==> src/rtl/mux_pkg.sv <==
// Shared types and helpers for the arb_mux channel multiplexer.
package mux_pkg;

  typedef enum logic {
    MODE_FIXED = 1'b0,
    MODE_RR    = 1'b1
  } mode_e;

  // Channel index width; never zero so single-channel builds stay legal.
  function automatic int idx_width(input int n);
    return (n > 1) ? $clog2(n) : 1;
  endfunction

endpackage

==> src/rtl/rr_arbiter.sv <==
// Round-robin request search: first asserted request after ptr, wrapping
// modulo Channels. Purely combinational.
module rr_arbiter
  import mux_pkg::*;
#(
  parameter  int Channels = 4,
  localparam int IW       = idx_width(Channels)
) (
  input  logic [Channels-1:0] req,
  input  logic [IW-1:0]       ptr,
  output logic [Channels-1:0] grant,
  output logic [IW-1:0]       gnt_idx,
  output logic                any_gnt
);

  // Candidate k is the (k+1)-th channel after ptr; the last candidate is ptr itself.
  logic [IW-1:0] w_cand [Channels];

  for (genvar gi = 0; gi < Channels; gi++) begin : g_cand
    assign w_cand[gi] = IW'((int'(ptr) + gi + 1) % Channels);
  end

  always_comb begin
    gnt_idx = '0;
    any_gnt = 1'b0;
    for (int k = 0; k < Channels; k++) begin
      if (!any_gnt && req[w_cand[k]]) begin
        any_gnt = 1'b1;
        gnt_idx = w_cand[k];
      end
    end
    grant = any_gnt ? (Channels'(1) << gnt_idx) : '0;
  end

endmodule

==> src/rtl/arb_mux.sv <==
// N-channel valid/ready multiplexer with fixed-select or round-robin grant
// and a single registered output stage.
module arb_mux
  import mux_pkg::*;
#(
  parameter  int Length   = 8,
  parameter  int Channels = 4,
  localparam int IW       = idx_width(Channels)
) (
  input  logic                         clk_i,
  input  logic                         rstn_i,
  input  logic [Channels*Length-1:0]   data_i,
  input  logic [Channels-1:0]          valid_i,
  output logic [Channels-1:0]          ready_o,
  input  logic                         mode_i,
  input  logic [IW-1:0]                sel_i,
  output logic [Length-1:0]            data_o,
  output logic                         valid_o,
  input  logic                         ready_i,
  output logic [IW-1:0]                chan_o
);

  logic [Length-1:0]   r_data;
  logic                r_valid;
  logic [IW-1:0]       r_chan;
  logic [IW-1:0]       r_ptr;

  mode_e               w_mode;
  logic                w_load_en;
  logic [Channels-1:0] w_fix_grant;
  logic                w_fix_any;
  logic [Channels-1:0] w_rr_grant;
  logic [IW-1:0]       w_rr_idx;
  logic                w_rr_any;
  logic [Channels-1:0] w_grant;
  logic [IW-1:0]       w_idx;
  logic                w_any;
  logic [Length-1:0]   w_sel_data;

  assign w_mode    = mode_e'(mode_i);
  assign w_load_en = !r_valid || ready_i;

  // An out-of-range sel_i matches no channel, so it simply yields no grant.
  for (genvar gi = 0; gi < Channels; gi++) begin : g_fix
    assign w_fix_grant[gi] = valid_i[gi] && (sel_i == IW'(gi));
  end
  assign w_fix_any = |w_fix_grant;

  rr_arbiter #(
    .Channels (Channels)
  ) u_rr (
    .req     (valid_i),
    .ptr     (r_ptr),
    .grant   (w_rr_grant),
    .gnt_idx (w_rr_idx),
    .any_gnt (w_rr_any)
  );

  always_comb begin
    w_grant = w_fix_grant;
    w_idx   = sel_i;
    w_any   = w_fix_any;
    if (w_mode == MODE_RR) begin
      w_grant = w_rr_grant;
      w_idx   = w_rr_idx;
      w_any   = w_rr_any;
    end
  end

  // One-hot grant drives an AND-OR data select.
  always_comb begin
    w_sel_data = '0;
    for (int k = 0; k < Channels; k++) begin
      w_sel_data = w_sel_data | (data_i[k*Length +: Length] & {Length{w_grant[k]}});
    end
  end

  assign ready_o = (rstn_i && w_load_en) ? w_grant : '0;

  always_ff @(posedge clk_i) begin
    if (!rstn_i) begin
      r_valid <= 1'b0;
      r_data  <= '0;
      r_chan  <= '0;
      r_ptr   <= IW'(Channels - 1);
    end else if (w_load_en) begin
      if (w_any) begin
        r_valid <= 1'b1;
        r_data  <= w_sel_data;
        r_chan  <= w_idx;
        if (w_mode == MODE_RR) begin
          r_ptr <= w_idx;
        end
      end else begin
        r_valid <= 1'b0;
      end
    end
  end

  assign data_o  = r_data;
  assign valid_o = r_valid;
  assign chan_o  = r_chan;

endmodule

==> config.mk <==
export PLATFORM = sky130hd
export DESIGN_NAME = arb_mux
export DESIGN_NICKNAME = d
export VERILOG_FILES = /design/src/rtl/mux_pkg.sv /design/src/rtl/rr_arbiter.sv /design/src/rtl/arb_mux.sv
export SDC_FILE = /design/constraint.sdc
export NUM_CORES = 1
export LEC_CHECK = 0
export ABC_AREA = 1
export CAP_MARGIN = 10
export CORE_ASPECT_RATIO = 2
export CORE_MARGIN = 3
export CORE_UTILIZATION = 30
export DETAILED_ROUTE_END_ITERATION = 16
export DONT_BUFFER_PORTS = 1
export PLACE_DENSITY_LB_ADDON = 0.3
export SETUP_SLACK_MARGIN = 0.3
export SLEW_MARGIN = 20
export SYNTH_ARGS = -nofsm -noshare
export SYNTH_HDL_FRONTEND = slang
export SYNTH_HIERARCHICAL = 1
export SYNTH_SLANG_ARGS = --single-unit
==> constraint.sdc <==
create_clock -name clk_i -period 5.8 [get_ports clk_i]
set_input_delay 1.45 -clock clk_i [delete_from_list [all_inputs] [get_ports clk_i]]
set_output_delay 1.45 -clock clk_i [all_outputs]
set_load 0.005 [all_outputs]
==> flow_summary_export.csv <==
group,metric,value,unit
synth,synth_area_leaders,"dfxtp_1 22%, nand2_1 17%, nand3_1 15%",
place,port_buffers,0,
synth,synthCells,210,
clock_tree,clock-sinks,13,
synth,synth_cell_types,23,
synth,ys_ff_latch,13,
sta,period_minus_slack,4.14,ns
sta,finalSetupViolations,0,
pwr,combPwrFrac,42.9,%
synth,muxShareOfSynthArea,0,%
global_routing,grt_pass1_vias,1265,
synth,synthAdderAreaFrac,0,%
setup_path,worstPathMaxFanout,9,
sta,whs,0.512,ns
pwr,ir_drop,0.000136,V
synth,synth_edf_count,0,
setup_path,crit_slowest_cell,"or2_1",
clock_tree,root_buffer,"clkbuf_8",
setup_path,path_cells,"nand2_1 > nand3_1 > nand2_2 > nand2_2 > a21oi_1 > nor2_2 > nor2_1 > or2_1 > nand2_1 > nor2_1",
worst_hold_path,worstHoldPathCells,2,
cells_and_area,area_growth,5.61,%
pwr,totalPowerFinal,343,uW
clock_tree,cts_hold_buf,0,
pwr,seqPwrFrac,33.7,%
synth,synth_top_family_by_area,"simple AND/OR/NAND/NOR gates",
floorplan,num_io_pins,57,
setup_path,worst-setup-path-type,"in2out",
cells_and_area,final_area,1270,um^2
pwr,p_sw,142,uW
synth,synth_compound_area_share,5.20,%
setup_path,end_kind,"output port",
pwr,p_leak,0.000626,uW
sta,final-hold-violation-count,0,
route,wl_per_cell,13.9,um
global_routing,overflow,0,
synth,seq_area_frac_synth,21.6,%
setup_path,rr_endpoint,"data_o[3]$_SDFFE_PN0P_",
route,totalWireLength,3.61,mm
synth,synth_most_common_cell,"nand2_1",
pwr,switching_share,41.3,%
clock_tree,cts-resized-gates,0,
floorplan,fp-row-count,32,
global_routing,grt_start_max_net_pins,17,
outcome,status,"complete, no violations",
global_routing,antenna_found_initial,0,
route,drtAntennaViolNets,0,
setup_path,cp-start-kind,"input pin",
route,drt_iter0_drc,28,
synth,synth_top_cells_by_count,"56 x nand2_1, 37 x nand3_1, 31 x nor2_1, 16 x inv_1, 14 x nand2_2",
floorplan,initial_core_util,31.3,%
sta,skew,0.000693,ns
sta,period_share,71.3,%
worst_hold_path,min_to,"chan_o[1]$_SDFFE_PN0P_",
cells_and_area,drive_gt1_share,14.9,%
route,viasPerCell,5.11,
synth,synth_top_area_share,21.6,%
setup_path,r2r-start,"r_ptr[0]$_SDFFE_PN1P_",
floorplan,die_area,4850,um^2
cells_and_area,fillers,481,
clock_tree,cts.clk_slew.worst_paths,0.06,ns
synth,synthSimpleGateAreaFrac,62.8,%
synth,synth-xor-area-share,0,%
setup_path,ff2ff_setup_slack,3.49,ns
clock_tree,htree_levels,1,
place,place_congestion,0.855,
sta,tns,0,ns
run,drv_cap,0,
pwr,internal-power,201,uW
sta,worst_pin_slew,0.455,ns
setup_path,crit_family,"simple AND/OR/NAND/NOR gates",
route,dr.pass1.iters,4,
sta,maxSlewHeadroom,69.6,%
place,hpwl,2.95,mm
global_routing,grt_pass1_wl,5.71,mm
clock_tree,clk_path_buf_depth,2,
synth,async_flop_share,0,%
setup_path,rr_worst_depth,12,
floorplan,die_w,50.8,um
setup_path,critPathMaxStageDelay,0.29,ns
setup_path,crit_arrival,2.69,ns
cells_and_area,nets,251,
place,place_area,1230,um^2
synth,synth_top_area_cell,"dfxtp_1",
sta,rsz0062_at_grt,"no",
setup_path,worst_ep_required_time,4.35,ns
cells_and_area,num_antenna_cells,0,
worst_hold_path,hold_path_class,"reg2reg",
synth,avgSynthCellArea,5.73,um^2
clock_tree,post_cts_buffers,0,
clock_tree,numCtsBuffers,3,
pwr,clock_power_share,23.4,%
sta,slew_viol_final,0,
synth,netlist_area,1200,um^2
synth,synth_nets,252,
floorplan,die_y,95.6,um
route,vias,1323,
route,drc_errors,0,
setup_path,cp_num_buf_inv,0,
clock_tree,clk_latency,0.24,ns
global_routing,groute.usage.overall,15.3,%
worst_hold_path,holdCritStartpoint,"chan_o[1]$_SDFFE_PN0P_",
floorplan,fp.coreArea,3840,um^2
clock_tree,cts_tree,"done",
synth,ys.warnings.count,6,
synth,synth_ff_type,"dfxtp_1",
pwr,p_per_area,270,nW/um^2
sta,max_freq,242,MHz
-- metrics by stage --
step | setup slack (ns) | instances | util [%]
after CTS | 1.64 | 259 | 33.1
after global placement | 1.67 | 255 | 31.9
after floorplan | 1.83 | 210 | -
final | 1.66 | 259 | 33.1
after detailed placement | 1.66 | 255 | 31.9
after global routing | 1.54 | 259 | 33.1
-- cell type report --
| cell class | count | area [um^2] | area share, % |
|---|---|---|---|
| clock buffer | 4 | 45.0 | 3.54 |
| inverter | 21 | 83.8 | 6.59 |
| multi-input combinational | 170 | 818 | 64.4 |
| sequential | 13 | 260 | 20.5 |
| tap | 51 | 63.8 | 5.02 |
-- flip-flops by register name (all words and copies together), names as in the netlist --
signal and flops:
chan_o 2, data_o 8, valid_o 1, r_ptr 2
-- cells in the final DEF (no fill, tap or decap) --
cell type	synthesis	routed
o21ai_2	1	1
nor2_1	31	31
a21boi_2	1	1
inv_6	1	1
nor2_2	3	3
nand2_1	56	56
and2_1	1	1
nand3b_1	1	1
inv_1	16	16
or2_1	3	3
nand3_2	2	2
a21oi_1	6	6
o211ai_1	1	1
clkbuf_8	0	3
nand4_1	10	10
nand2_4	2	2
clkbuf_1	1	1
nand2_2	14	14
inv_2	4	4
dfxtp_1	13	13
o21ai_0	1	1
nand3_1	37	37
-- worst max-delay path by stage --
stage,cells past startpoint,to,start
2_1_floorplan,12,ready_o[3],valid_i[2]
3_3_place_gp,11,ready_o[1],valid_i[0]
3_5_place_dp,10,ready_o[1],valid_i[1]
4_1_cts,10,ready_o[1],valid_i[1]
5_1_grt,11,ready_o[1],valid_i[3]
6_report,10,ready_o[1],valid_i[1]
-- metal layers --
metal  vias to the layer above  share of wire, %  global-route usage, %
met4                         0               1.5                   4.04
met1                       585                35                   15.8
met5                         -                 0                      0
met3                         4               7.0                   2.66
li1                        675                 -                      -
met2                        59                57                   30.2
-- cell families after synthesis --
group,count (synthesis)
AOI/OAI and AO/OA,10
buffers and inverters,27
DFF,13
and+or+nand+nor,160
-- tightest hold or removal path: stages (launching register included) --
cell	delay (ns)
dfxtp_1	0.35
a21oi_1	0.05
nor2_1	0.08
-- power by group through the flow --
stage	clock, uW	sequential (uW)	combinational [uW]
finish	80.2	115	147
global route	88.8	118	168
CTS	82.4	116	149
detailed placement	0	118	149
global placement	0	118	148
floorplan	0	112	130
Note: power is estimated with default switching activity, not from simulation.
